<file path="config.mk">
export PLATFORM = sky130hd
export DESIGN_NAME = data_mem_access_ctrl
export DESIGN_NICKNAME = d
export VERILOG_FILES = /design/src/rtl/data_mem_access_ctrl.sv
export SDC_FILE = /design/constraint.sdc
export NUM_CORES = 1
export LEC_CHECK = 0
export BUFFER_PORTS_ARGS = -buffer_cell sky130_fd_sc_hd__buf_2
export CORE_UTILIZATION = 40
export CTS_BUF_LIST = sky130_fd_sc_hd__clkbuf_4
export CTS_CLUSTER_SIZE = 25
export DETAILED_ROUTE_END_ITERATION = 6
export HOLD_SLACK_MARGIN = 0.05
export PLACE_DENSITY = 0.67
export SETUP_SLACK_MARGIN = 0.05
export SKIP_CTS_REPAIR_TIMING = 1
export SLEW_MARGIN = 10
export SYNTH_ARGS = -nofsm -noshare
export SYNTH_HDL_FRONTEND = slang
export SYNTH_SLANG_ARGS = --single-unit
</file>
<file path="constraint.sdc">
create_clock -name clk -period 10.9 [get_ports clk]
set_input_delay 1.09 -clock clk [delete_from_list [all_inputs] [get_ports clk]]
set_output_delay 1.09 -clock clk [all_outputs]
set_load 0.05 [all_outputs]
</file>
<file path="src/rtl/data_mem_access_ctrl.sv">
// Load/store sequencer between the EX/MEM register and the L1 DataMemory block.
// Stalls the pipeline across read-miss refills and keeps saturating hit/miss statistics.
module data_mem_access_ctrl #(
  parameter int unsigned MISS_PENALTY = 4,
  parameter int unsigned MAX_RETRIES  = 2
) (
  input  logic        clk,
  input  logic        reset,
  input  logic        req_valid,
  input  logic        req_read,
  input  logic        req_write,
  input  logic [31:0] req_addr,
  input  logic [31:0] req_wdata,
  output logic [31:0] mem_address,
  output logic [31:0] mem_data,
  output logic        mem_read,
  output logic        mem_write,
  input  logic [31:0] mem_out_data,
  input  logic        mem_hit,
  output logic        stall,
  output logic        resp_valid,
  output logic        resp_err,
  output logic [31:0] resp_rdata,
  output logic [15:0] hit_count,
  output logic [15:0] miss_count
);

  typedef enum logic [1:0] {
    IDLE   = 2'd0,
    ACCESS = 2'd1,
    REFILL = 2'd2
  } state_e;

  state_e      state_q, state_d;
  logic        op_read_q, op_read_d;
  logic [31:0] addr_q, addr_d;
  logic [31:0] data_q, data_d;
  logic [2:0]  retry_q, retry_d;
  logic [7:0]  pen_q, pen_d;
  logic        resp_valid_q, resp_valid_d;
  logic        resp_err_q, resp_err_d;
  logic [31:0] rdata_q, rdata_d;
  logic [15:0] hit_q, hit_d;
  logic [15:0] miss_q, miss_d;

  logic req_ok;
  assign req_ok = (req_read ^ req_write) && (req_addr[1:0] == 2'b00);

  always_comb begin
    // NOTE: every next-state signal gets a hold/default value first so no branch can infer a latch.
    state_d      = state_q;
    op_read_d    = op_read_q;
    addr_d       = addr_q;
    data_d       = data_q;
    retry_d      = retry_q;
    pen_d        = pen_q;
    resp_valid_d = 1'b0;
    resp_err_d   = 1'b0;
    rdata_d      = rdata_q;
    hit_d        = hit_q;
    miss_d       = miss_q;

    case (state_q)
      IDLE: begin
        if (req_valid) begin
          if (req_ok) begin
            addr_d    = req_addr;
            data_d    = req_wdata;
            op_read_d = req_read;
            retry_d   = 3'd0;
            state_d   = ACCESS;
          end else begin
            resp_valid_d = 1'b1;
            resp_err_d   = 1'b1;
          end
        end
      end

      ACCESS: begin
        if (!op_read_q) begin
          // Write-through store: completes regardless of hit.
          resp_valid_d = 1'b1;
          state_d      = IDLE;
        end else if (mem_hit) begin
          rdata_d      = mem_out_data;
          hit_d        = (hit_q == 16'hFFFF) ? hit_q : hit_q + 16'd1;
          resp_valid_d = 1'b1;
          state_d      = IDLE;
        end else begin
          miss_d  = (miss_q == 16'hFFFF) ? miss_q : miss_q + 16'd1;
          retry_d = retry_q + 3'd1;
          if (retry_d == 3'(MAX_RETRIES)) begin
            resp_valid_d = 1'b1;
            resp_err_d   = 1'b1;
            state_d      = IDLE;
          end else begin
            pen_d   = 8'(MISS_PENALTY - 1);
            state_d = REFILL;
          end
        end
      end

      REFILL: begin
        if (pen_q == 8'd0) begin
          state_d = ACCESS;
        end else begin
          pen_d = pen_q - 8'd1;
        end
      end

      default: state_d = IDLE;
    endcase
  end

  always_ff @(posedge clk or posedge reset) begin
    if (reset) begin
      state_q      <= IDLE;
      op_read_q    <= 1'b0;
      addr_q       <= 32'd0;
      data_q       <= 32'd0;
      retry_q      <= 3'd0;
      pen_q        <= 8'd0;
      resp_valid_q <= 1'b0;
      resp_err_q   <= 1'b0;
      rdata_q      <= 32'd0;
      hit_q        <= 16'd0;
      miss_q       <= 16'd0;
    end else begin
      // NOTE: state registers use non-blocking assignments so all of them update from pre-edge values.
      state_q      <= state_d;
      op_read_q    <= op_read_d;
      addr_q       <= addr_d;
      data_q       <= data_d;
      retry_q      <= retry_d;
      pen_q        <= pen_d;
      resp_valid_q <= resp_valid_d;
      resp_err_q   <= resp_err_d;
      rdata_q      <= rdata_d;
      hit_q        <= hit_d;
      miss_q       <= miss_d;
    end
  end

  // Strobes decode from state and the latched operation only, so reset drops them at once.
  assign stall       = (state_q != IDLE);
  assign mem_read    = op_read_q && ((state_q == ACCESS) || (state_q == REFILL));
  assign mem_write   = !op_read_q && (state_q == ACCESS);
  assign mem_address = addr_q;
  assign mem_data    = data_q;
  assign resp_valid  = resp_valid_q;
  assign resp_err    = resp_err_q;
  assign resp_rdata  = rdata_q;
  assign hit_count   = hit_q;
  assign miss_count  = miss_q;

endmodule

</file>
==> out/qor.yml, run 1 <==
final-setup-viol-count: 0
synth-seq-area-share_pct: 58.41
worst-endpoint-arrival_ps: 1930
register_bit_total_from_synthesis: 144
post_synth_inst_count: 530
final_min_period_over_clock_period_pct: 27.68
finalWeightedCongestion: 0.8038
detail_route.drc_violations: 0
postSynth.asyncResetShare_pct: 100.0
min_path_cells: 2
power.ir.vdd_worst_uv: 166.4
most-common-layout-cells: "sky130_fd_sc_hd__buf_2 (234), sky130_fd_sc_hd__dfrtp_1 (144), sky130_fd_sc_hd__nand2_1 (107)"
clock-root-buffer: "sky130_fd_sc_hd__clkbuf_4"
cp_num_buf_inv: 3
gr-usage-met2_pct: 31.52
global_route.overflow_total: 0
critical-path-top-delay-family: "buffers and inverters"
final_antenna_net_count: 0
worstMarginPinSlew_ps: 1050
synth-edff-count: 0
dp_hpwl_um: 10110
die-area_mm2: 0.01593
synth-compound-area-share_pct: 4.502
path_class: "reg -> out"
cp_max_fo: 9
synth_top_family_by_area: "simple AND/OR/NAND/NOR gates"
via_count_of_the_first_global_routing_pass: 4733
antenna_found_initial: 1
grt_start_max_net_pins: 77
outcome: "completed"
worstHoldEndpoint: "resp_rdata[10]$_DFFE_PP0P_"
worst-endpoint-required_ps: 9810
timing.hold.worst.start: "resp_rdata[10]$_DFFE_PP0P_"
area_share_of_and_or_nand_nor_cells_after_synthesis_pct: 16.59
synth_fp_nets: 642
synth.distinct_cells: 50
drt-pass1-iter-count: 5
groute.usage.overall_pct: 18.03
mostFrequentLayoutCell: "sky130_fd_sc_hd__buf_2"
port-buffer-count: 234
yosys.area_share.adder_pct: 2.028
min_path_type: "reg -> reg"
wl_um: 14050
r2r.worst_path.cells: 6
ioPinCount: 235
clkTransAtPathRegs_ps: 130
worst-r2r-setup-slack_ps: 8140
detail_route.vias_per_cell: 5.004
synthXorXnorAreaFrac_pct: 3.691
cts-htree-levels: 4
cts-buffers-inserted: 17
placementRows: 45
initial_core_util_pct: 40.74
number_of_hold_violations_in_the_final_report: 0
timing.critical_path.cells: "inv_1 -> ha_1 -> inv_1 -> nor2_1 -> buf_2"
crit_path_top_delay_cell: "sky130_fd_sc_hd__dfrtp_1"
final_slew_viol_count: 0
critical-path-max-stage-delay_ps: 440
grt_pass1_wl_um: 22710
totalPowerFinal_mw: 2.463
cts_sinks: 144
p_per_area_mw_per_mm2: 314.6
most_instantiated_flip_flop_cell_in_the_synthesis_netlist: "sky130_fd_sc_hd__dfrtp_1"
fp.dieH_um: 126.2
drt_iter0_drc: 186
synth_mux_area_share_pct: 12.59
fmaxAchievable_mhz: 331.4
critical-path-top-cell-by-count: "sky130_fd_sc_hd__inv_1"
post_synthesis_average_cell_area_um2: 11.64
cap_violations: 0
cp_endpoint_kind: "output pin"
fp.dieW_um: 126.2
finish.net_count: 880
crit_cells: 5
slew_headroom_pct: 29.52
layout_area_overhead_pct: 26.87
cts_max_path_buffers: 2
clock_latency_ps: 540
grt_use_met3_pct: 4.970
worst_r2r_startpoint: "state_q[1]$_DFFE_PP0P_"
post-route-min-period_ps: 3018
reg2reg_to: "pen_q[5]$_DFFE_PP0P_"
power.leakage_nw: 4.111
layout-drive-gt1-share_pct: 35.21
vias: 4854
tns_ps: 0
syn-cell-area_mm2: 0.006170
post_drt_wl_per_cell_um: 14.48
synth.yosys.warnings: 0
tritoncts: "done"
grt.met1_usage_pct: 21.20
critical_path.startpoint_type: "flop"
worst_clock_skew_ps: 16.48
globalRoute.busiestLayer: "met2"
core_area_mm2: 0.01515
rsz0062_at_grt: "false"
==> stage by stage <==
step | setup slack [ps] | util [%] | hold slack (ps) | std cells | area, µm²
detailed placement | 7717 | 49.76 | 460.5 | 937 | 7537
finish | 7882 | 51.68 | 487.7 | 970 | 7828
CTS | 7805 | 51.66 | 494.4 | 969 | 7825
floorplan | 5944 | - | 452.7 | 530 | 6170
global placement | 7902 | 49.76 | 452.3 | 937 | 7537
global route | 7725 | 51.68 | 514.5 | 970 | 7828
==> metal layers <==
layer | routed length [µm] | up-vias
li1 | - | 2320
met1 | 5862 | 2347
met2 | 7242 | 174
met3 | 761 | 13
met4 | 184 | 0
met5 | 0 | -
==> cell usage after synthesis (2+ instances only) <==
library cell | n | share of area, %
sky130_fd_sc_hd__a2111oi_0 | 3 | 0.43
sky130_fd_sc_hd__a21oi_1 | 14 | 1.1
sky130_fd_sc_hd__a311oi_1 | 2 | 0.28
sky130_fd_sc_hd__and2_1 | 4 | 0.41
sky130_fd_sc_hd__and3_1 | 11 | 1.1
sky130_fd_sc_hd__buf_1 | 2 | 0.12
sky130_fd_sc_hd__buf_2 | 6 | 0.49
sky130_fd_sc_hd__clkbuf_1 | 11 | 0.67
sky130_fd_sc_hd__dfrtp_1 | 144 | 58
sky130_fd_sc_hd__ha_1 | 10 | 2.0
sky130_fd_sc_hd__inv_1 | 14 | 0.85
sky130_fd_sc_hd__mux2_1 | 69 | 13
sky130_fd_sc_hd__nand2_1 | 107 | 6.5
sky130_fd_sc_hd__nand2b_1 | 4 | 0.41
sky130_fd_sc_hd__nand3_1 | 19 | 1.5
sky130_fd_sc_hd__nand4_1 | 9 | 0.91
sky130_fd_sc_hd__nor2_1 | 13 | 0.79
sky130_fd_sc_hd__nor2b_1 | 2 | 0.20
sky130_fd_sc_hd__nor3_1 | 7 | 0.57
sky130_fd_sc_hd__nor3b_1 | 2 | 0.24
sky130_fd_sc_hd__nor4_1 | 5 | 0.51
sky130_fd_sc_hd__nor4_4 | 2 | 0.69
sky130_fd_sc_hd__o21ai_0 | 4 | 0.32
sky130_fd_sc_hd__o31ai_1 | 4 | 0.49
sky130_fd_sc_hd__or3_1 | 4 | 0.41
sky130_fd_sc_hd__or4_1 | 9 | 1.1
sky130_fd_sc_hd__or4b_1 | 2 | 0.32
sky130_fd_sc_hd__xnor2_1 | 12 | 1.7
sky130_fd_sc_hd__xor2_1 | 14 | 2.0
==> sequential cells by signal, indices dropped and copies added (netlist names) <==
| signal | flops |
|---|---|
| resp_valid | 1 |
| miss_count | 16 |
| resp_rdata | 32 |
| hit_count | 16 |
| pen_q | 8 |
| mem_data | 32 |
| state_q | 2 |
| retry_q | 3 |
| op_read_q | 1 |
| mem_address | 32 |
| resp_err | 1 |
==> cells by family after synthesis <==
| family | count (synthesis) |
|---|---|
| AND/OR/NAND/NOR | 206 |
| flip-flops | 144 |
| multiplexers | 69 |
| AO/OA/AOI/OAI | 41 |
| buffers and inverters | 34 |
| XOR/XNOR | 26 |
| adder cells (fa/ha/maj) | 10 |
==> power breakdown <==
part           internal, mW  switching (mW)  total, mW
clock network         0.139           0.204      0.343
logic                 0.298           0.960       1.26
registers             0.737           0.125      0.862
total                  1.17            1.29       2.46
==> how the worst max path moves through the flow <==
stage | start | to | slack [ps]
finish | state_q[1]$_DFFE_PP0P_ | mem_write | 7880
global route | state_q[1]$_DFFE_PP0P_ | mem_write | 7720
CTS | state_q[1]$_DFFE_PP0P_ | mem_write | 7810
detailed placement | mem_hit | pen_q[5]$_DFFE_PP0P_ | 7720
global placement | mem_hit | pen_q[7]$_DFFE_PP0P_ | 7900
floorplan | reset | hit_count[0]$_DFFE_PP0P_ | 5940
==> cell type report <==
type | instances | area (µm²)
repair buffers | 238 | 1201
clock inverters | 15 | 160.2
clock buffers | 17 | 127.6
flip-flops and latches | 144 | 3603
multi-input cells | 352 | 2436
diodes | 1 | 2.502
fillers | 1329 | 7318
inverters | 15 | 61.31
well taps | 188 | 235.2
==> worst min-delay path: stages (launching register included) <==
cell                      delay (ps)
sky130_fd_sc_hd__dfrtp_1         360
sky130_fd_sc_hd__nand2_1          50
sky130_fd_sc_hd__nand2_1          50
Power figures use the tool's default switching activity.
==> inputs of run 2 (changes only) <==
--- a/config.mk
+++ b/config.mk
@@ -11,7 +11,7 @@
 export CTS_CLUSTER_SIZE = 25
 export DETAILED_ROUTE_END_ITERATION = 6
 export HOLD_SLACK_MARGIN = 0.05
-export PLACE_DENSITY = 0.67
+export PLACE_DENSITY = 0.7
 export SETUP_SLACK_MARGIN = 0.05
 export SKIP_CTS_REPAIR_TIMING = 1
 export SLEW_MARGIN = 10
==> constraint.sdc (replaced) <==
create_clock -name clk -period 2.6 [get_ports clk]
set_input_delay 0.26 -clock clk [delete_from_list [all_inputs] [get_ports clk]]
set_output_delay 0.26 -clock clk [all_outputs]
set_load 0.05 [all_outputs]
==> out/qor.yml, run 2 (same netlist as run 1, synthesis figures left out) <==
outcome: "completed"
critical_path.startpoint_type: "flop"
global_route.overflow_total: 0
tritoncts: "done"
fp.dieW_um: 126.2
multi_input_area_mm2: 0.002444
port-buffer-count: 234
worst-endpoint-required_ps: 3010
post-route-min-period_ps: 2267
antenna_found_initial: 0
final_min_period_over_clock_period_pct: 87.18
final_antenna_net_count: 0
initial_core_util_pct: 40.74
finalWeightedCongestion: 0.7867
fp.dieH_um: 126.2
worst-endpoint-arrival_ps: 2680
vias: 5245
cts_sinks: 144
cp_max_fo: 9
grt_pass1_wl_um: 22320
via_count_of_the_first_global_routing_pass: 4685
drt_iter0_drc: 281
groute.usage.overall_pct: 17.54
worstMarginPinSlew_ps: 620.9
critical-path-max-stage-delay_ps: 510
final.fill_count: 1210
timing.critical_path.cells: "inv_1 -> ha_1 -> nand3b_1 -> nor3_1 -> and3_1 -> mux2_1"
crit_path_top_delay_cell: "sky130_fd_sc_hd__nor3_1"
path_class: "reg -> reg"
detail_route.drc_violations: 0
rsz0062_at_grt: "false"
die-area_mm2: 0.01593
final-setup-viol-count: 0
final_slew_viol_count: 0
final_design_area_no_fill_mm2: 0.008947
cts-htree-levels: 4
p_per_area_mw_per_mm2: 1187
cts-buffers-inserted: 17
post_drt_wl_per_cell_um: 14.52
mostFrequentLayoutCell: "sky130_fd_sc_hd__buf_2"
detail_route.vias_per_cell: 4.861
final_worst_setup_slack_ps: 333.2
core_area_mm2: 0.01515
tns_ps: 0
most-common-layout-cells: "sky130_fd_sc_hd__buf_2 (234), sky130_fd_sc_hd__dfrtp_1 (144), sky130_fd_sc_hd__nand2_1 (107)"
power.leakage_nw: 4.599
placementRows: 45
layout-drive-gt1-share_pct: 32.32
worst_clock_skew_ps: 11.24
placed_area_mm2: 0.007666
place_ws_ps: 338.3
fmaxAchievable_mhz: 441.2
regArea_mm2: 0.003603
power.ir.vdd_worst_uv: 663.0
grt_start_max_net_pins: 74
clkTransAtPathRegs_ps: 130
finish.net_count: 990
finalCoreUtilization_pct: 59.07
dp_hpwl_um: 9970
wl_um: 15670
cts_max_path_buffers: 2
ioPinCount: 235
min_path_type: "in -> reg"
cap_violations: 0
antenna_cells_inserted: 0
slew_headroom_pct: 58.52
clock_latency_ps: 520
number_of_hold_violations_in_the_final_report: 0
layout_area_overhead_pct: 45.02
clock-root-buffer: "sky130_fd_sc_hd__clkbuf_4"
drt-pass1-iter-count: 4
cp_endpoint_kind: "flop"
## run 2: changes by cell type in the layout (fill, tap and decap cells not counted), sizes merged
cell / change
diode: -1
bufinv: +1
buf: +13
inv: -1
dlygate4sd3: +97
clkinvlp: -1
clkinv: +1
## run 2: where the power goes
group	total (mW)	internal [mW]	switching [mW]
clock	1.53	0.678	0.848
combinational	5.47	1.38	4.10
sequential	3.62	3.09	0.529
## run 2: per-stage QoR
stage               cells  hold slack [ps]  total power [mW]
global route         1079            152.5             11.22
CTS                   982           -252.8             10.54
detailed placement    950            368.6             9.001
finish               1079            198.0             10.62
floorplan             530            365.4             7.641
global placement      950            370.0             8.917
## run 2: area by class of cell
class                   instances  area share [%]
well taps                     188           2.629
clock inverters                15           2.042
repair buffers                348           25.65
flip-flops and latches        144           40.27
multi-input cells             352           27.31
inverters                      15          0.6712
clock buffers                  17           1.426
## run 2: worst paths after layout
check,cells past startpoint,start,end,slack (ps)
worst max register to register,6,state_q[1]$_DFFE_PP0P_,miss_count[10]$_DFFE_PP0P_,330
worst max-delay path,6,state_q[1]$_DFFE_PP0P_,miss_count[10]$_DFFE_PP0P_,330
worst min-delay path,4,req_addr[1],resp_valid$_DFF_PP0_,200
max in group asynchronous,4,reset,mem_data[20]$_DFFE_PP0P_,1440
min in group asynchronous,3,reset,resp_rdata[24]$_DFFE_PP0P_,350
worst min register to register,2,resp_rdata[20]$_DFFE_PP0P_,resp_rdata[20]$_DFFE_PP0P_,480
## run 2: critical path, delay by kind of cell, from the launching register on
kind / cells / cell delay (ps)
AND/OR/NAND/NOR: 3 / 1030
multiplexers: 1 / 320
adder cells (fa/ha/maj): 1 / 290
flip-flops: 1 / 430
buffers and inverters: 1 / 90
## run 2: layer usage
metal | track usage, % | vias up | wire length, µm
li1 | - | 2545 | -
met1 | 22.11 | 2504 | 6996
met2 | 28.99 | 177 | 7626
met3 | 4.630 | 19 | 789
met4 | 6.520 | 0 | 259
met5 | 0 | - | 0
==> inputs of run 3 (changes only) <==
--- a/config.mk
+++ b/config.mk
@@ -6,15 +6,15 @@
 export NUM_CORES = 1
 export LEC_CHECK = 0
 export BUFFER_PORTS_ARGS = -buffer_cell sky130_fd_sc_hd__buf_2
-export CORE_UTILIZATION = 40
+export CORE_UTILIZATION = 25
 export CTS_BUF_LIST = sky130_fd_sc_hd__clkbuf_4
 export CTS_CLUSTER_SIZE = 25
 export DETAILED_ROUTE_END_ITERATION = 6
 export HOLD_SLACK_MARGIN = 0.05
-export PLACE_DENSITY = 0.7
 export SETUP_SLACK_MARGIN = 0.05
 export SKIP_CTS_REPAIR_TIMING = 1
 export SLEW_MARGIN = 10
 export SYNTH_ARGS = -nofsm -noshare
 export SYNTH_HDL_FRONTEND = slang
 export SYNTH_SLANG_ARGS = --single-unit
+export TNS_END_PERCENT = 5
==> out/qor.yml, run 3 (same netlist as run 1, synthesis figures left out) <==
outcome: "completed"
port-buffer-count: 234
post-route-min-period_ps: 2241
detail_route.vias_per_cell: 4.297
cts-htree-levels: 4
cp_num_buf_inv: 2
p_per_area_mw_per_mm2: 1160
global_route.overflow_total: 0
critical-path-top-delay-family: "flip-flops"
p_seq_share_pct: 34.5
final_antenna_net_count: 0
post_drt_wl_per_cell_um: 13.39
reg2reg_to: "pen_q[5]$_DFFE_PP0P_"
clock-root-buffer: "sky130_fd_sc_hd__clkbuf_4"
final_worst_setup_slack_ps: 358.5
switching_pwr_mw: 5.581
layout-drive-gt1-share_pct: 31.86
rsz0062_at_grt: "false"
wl_um: 16160
number_of_hold_violations_in_the_final_report: 0
initial_core_util_pct: 25.44
crit_path_top_delay_cell: "sky130_fd_sc_hd__dfrtp_1"
min_path_cells: 3
groute.usage.overall_pct: 11.98
worstHoldEndpoint: "resp_valid$_DFF_PP0_"
placementRows: 57
finalCoreUtilization_pct: 37.23
final_design_area_no_fill_mm2: 0.009027
worstMarginPinSlew_ps: 778.8
final_min_period_over_clock_period_pct: 86.21
timing.critical_path.cells: "inv_1 -> ha_1 -> nand3b_1 -> a311oi_1 -> buf_4 -> nor2_1 -> mux2_1"
power.leakage_nw: 4.560
fp.dieW_um: 159.1
die-area_mm2: 0.02531
cp_endpoint_kind: "flop"
placed_area_mm2: 0.007769
ioPinCount: 235
core_area_mm2: 0.02425
final.fill_count: 2368
tns_ps: 0
worst_setup_path_start: "state_q[1]$_DFFE_PP0P_"
cap_violations: 0
finalWeightedCongestion: 0.7471
fmaxAchievable_mhz: 446.1
drt-pass1-iter-count: 4
grt_start_max_net_pins: 145
most-common-layout-cells: "sky130_fd_sc_hd__buf_2 (234), sky130_fd_sc_hd__dfrtp_1 (144), sky130_fd_sc_hd__nand2_1 (107)"
power.internal_mw: 4.890
drt_iter0_drc: 148
cp_max_fo: 13
placedCellCount: 1077
final_slew_viol_count: 0
place_ws_ps: 382.9
worst-r2r-setup-slack_ps: 360
cts_sinks: 144
p_comb_share_pct: 51.7
cts_max_path_buffers: 2
grt_pass1_wl_um: 24120
min_path_type: "in -> reg"
r2r.worst_path.cells: 7
finalNonFillerCells: 1207
slew_headroom_pct: 48.08
clock_latency_ps: 540
detail_route.drc_violations: 0
critical-path-max-stage-delay_ps: 440
finish.net_count: 981
antenna_found_initial: 1
worst_clock_skew_ps: 24.36
critical_path.startpoint_type: "flop"
clkTransAtPathRegs_ps: 140
via_count_of_the_first_global_routing_pass: 4655
cts-buffers-inserted: 17
worst_r2r_startpoint: "state_q[1]$_DFFE_PP0P_"
vias: 5186
dp_hpwl_um: 10520
mostFrequentLayoutCell: "sky130_fd_sc_hd__buf_2"
power.ir.vdd_worst_uv: 660.5
final-setup-viol-count: 0
path_class: "reg -> reg"
tritoncts: "done"
clkPwrFrac_pct: 13.7
timing.hold.worst.start: "req_addr[1]"
layout_area_overhead_pct: 46.32
worst-endpoint-arrival_ps: 2660
worst-endpoint-required_ps: 3020
fp.dieH_um: 159.1
power.switching_fraction_pct: 53.30
run 3: changes by cell type in the layout (fill, tap and decap cells not counted), moves of 2 or more:
cell                         change
sky130_fd_sc_hd__clkinv_4        -4
sky130_fd_sc_hd__inv_6           +2
sky130_fd_sc_hd__bufinv_16       -3
sky130_fd_sc_hd__clkinvlp_4      -2
sky130_fd_sc_hd__inv_8           +6
sky130_fd_sc_hd__clkinv_8        +2
sky130_fd_sc_hd__buf_4           -9
sky130_fd_sc_hd__clkinv_1        -2
run 3: power groups by stage:
stage | clock (mW) | combinational, mW | sequential [mW]
after CTS | 1.54 | 5.33 | 3.61
after global placement | 0 | 5.28 | 3.62
final | 1.44 | 5.42 | 3.61
after detailed placement | 0 | 5.33 | 3.65
after global routing | 1.61 | 5.73 | 3.76
after floorplan | 0 | 1.29 | 6.35
run 3: metal layers:
metal,vias up,global-route usage (%),share of wire [%]
met4,0,4.939,2.1
met5,-,0,0
met2,181,19.38,47
met3,15,4.246,7.4
li1,2526,-,-
met1,2464,14.48,43
run 3: worst max path at each step:
| stage | to | slack (ps) | cells past startpoint |
|---|---|---|---|
| detailed placement | pen_q[7]$_DFFE_PP0P_ | 380 | 7 |
| global placement | pen_q[5]$_DFFE_PP0P_ | 460 | 6 |
| finish | pen_q[5]$_DFFE_PP0P_ | 360 | 7 |
| global route | pen_q[5]$_DFFE_PP0P_ | 150 | 6 |
| CTS | pen_q[5]$_DFFE_PP0P_ | 340 | 7 |
| floorplan | miss_count[1]$_DFFE_PP0P_ | 470 | 6 |
run 3: per-stage QoR:
| step | power, mW | hold WS (ps) |
|---|---|---|
| 5_1_grt | 11.11 | 56.37 |
| 6_report | 10.47 | 95.75 |
| 2_1_floorplan | 7.641 | 365.4 |
| 3_5_place_dp | 8.985 | 452.3 |
| 4_1_cts | 10.48 | -171.7 |
| 3_3_place_gp | 8.900 | 448.0 |
run 3: area by class of cell:
class	instances	area, µm²	share of cell area, %
clock inverters	15	157.7	1.746
inverters	15	60.06	0.6653
diodes	1	2.502	0.02772
well taps	324	405.4	4.491
multi-input cells	352	2444	27.07
clock buffers	17	127.6	1.414
flip-flops and latches	144	3603	39.92
repair buffers	339	2227	24.67
run 3: worst reg2reg max path, cell delays in order (launching register included):
cell and delay [ps]:
sky130_fd_sc_hd__dfrtp_1 440, sky130_fd_sc_hd__inv_1 100, sky130_fd_sc_hd__ha_1 300, sky130_fd_sc_hd__nand3b_1 380, sky130_fd_sc_hd__a311oi_1 380, sky130_fd_sc_hd__buf_4 200, sky130_fd_sc_hd__nor2_1 40, sky130_fd_sc_hd__mux2_1 280
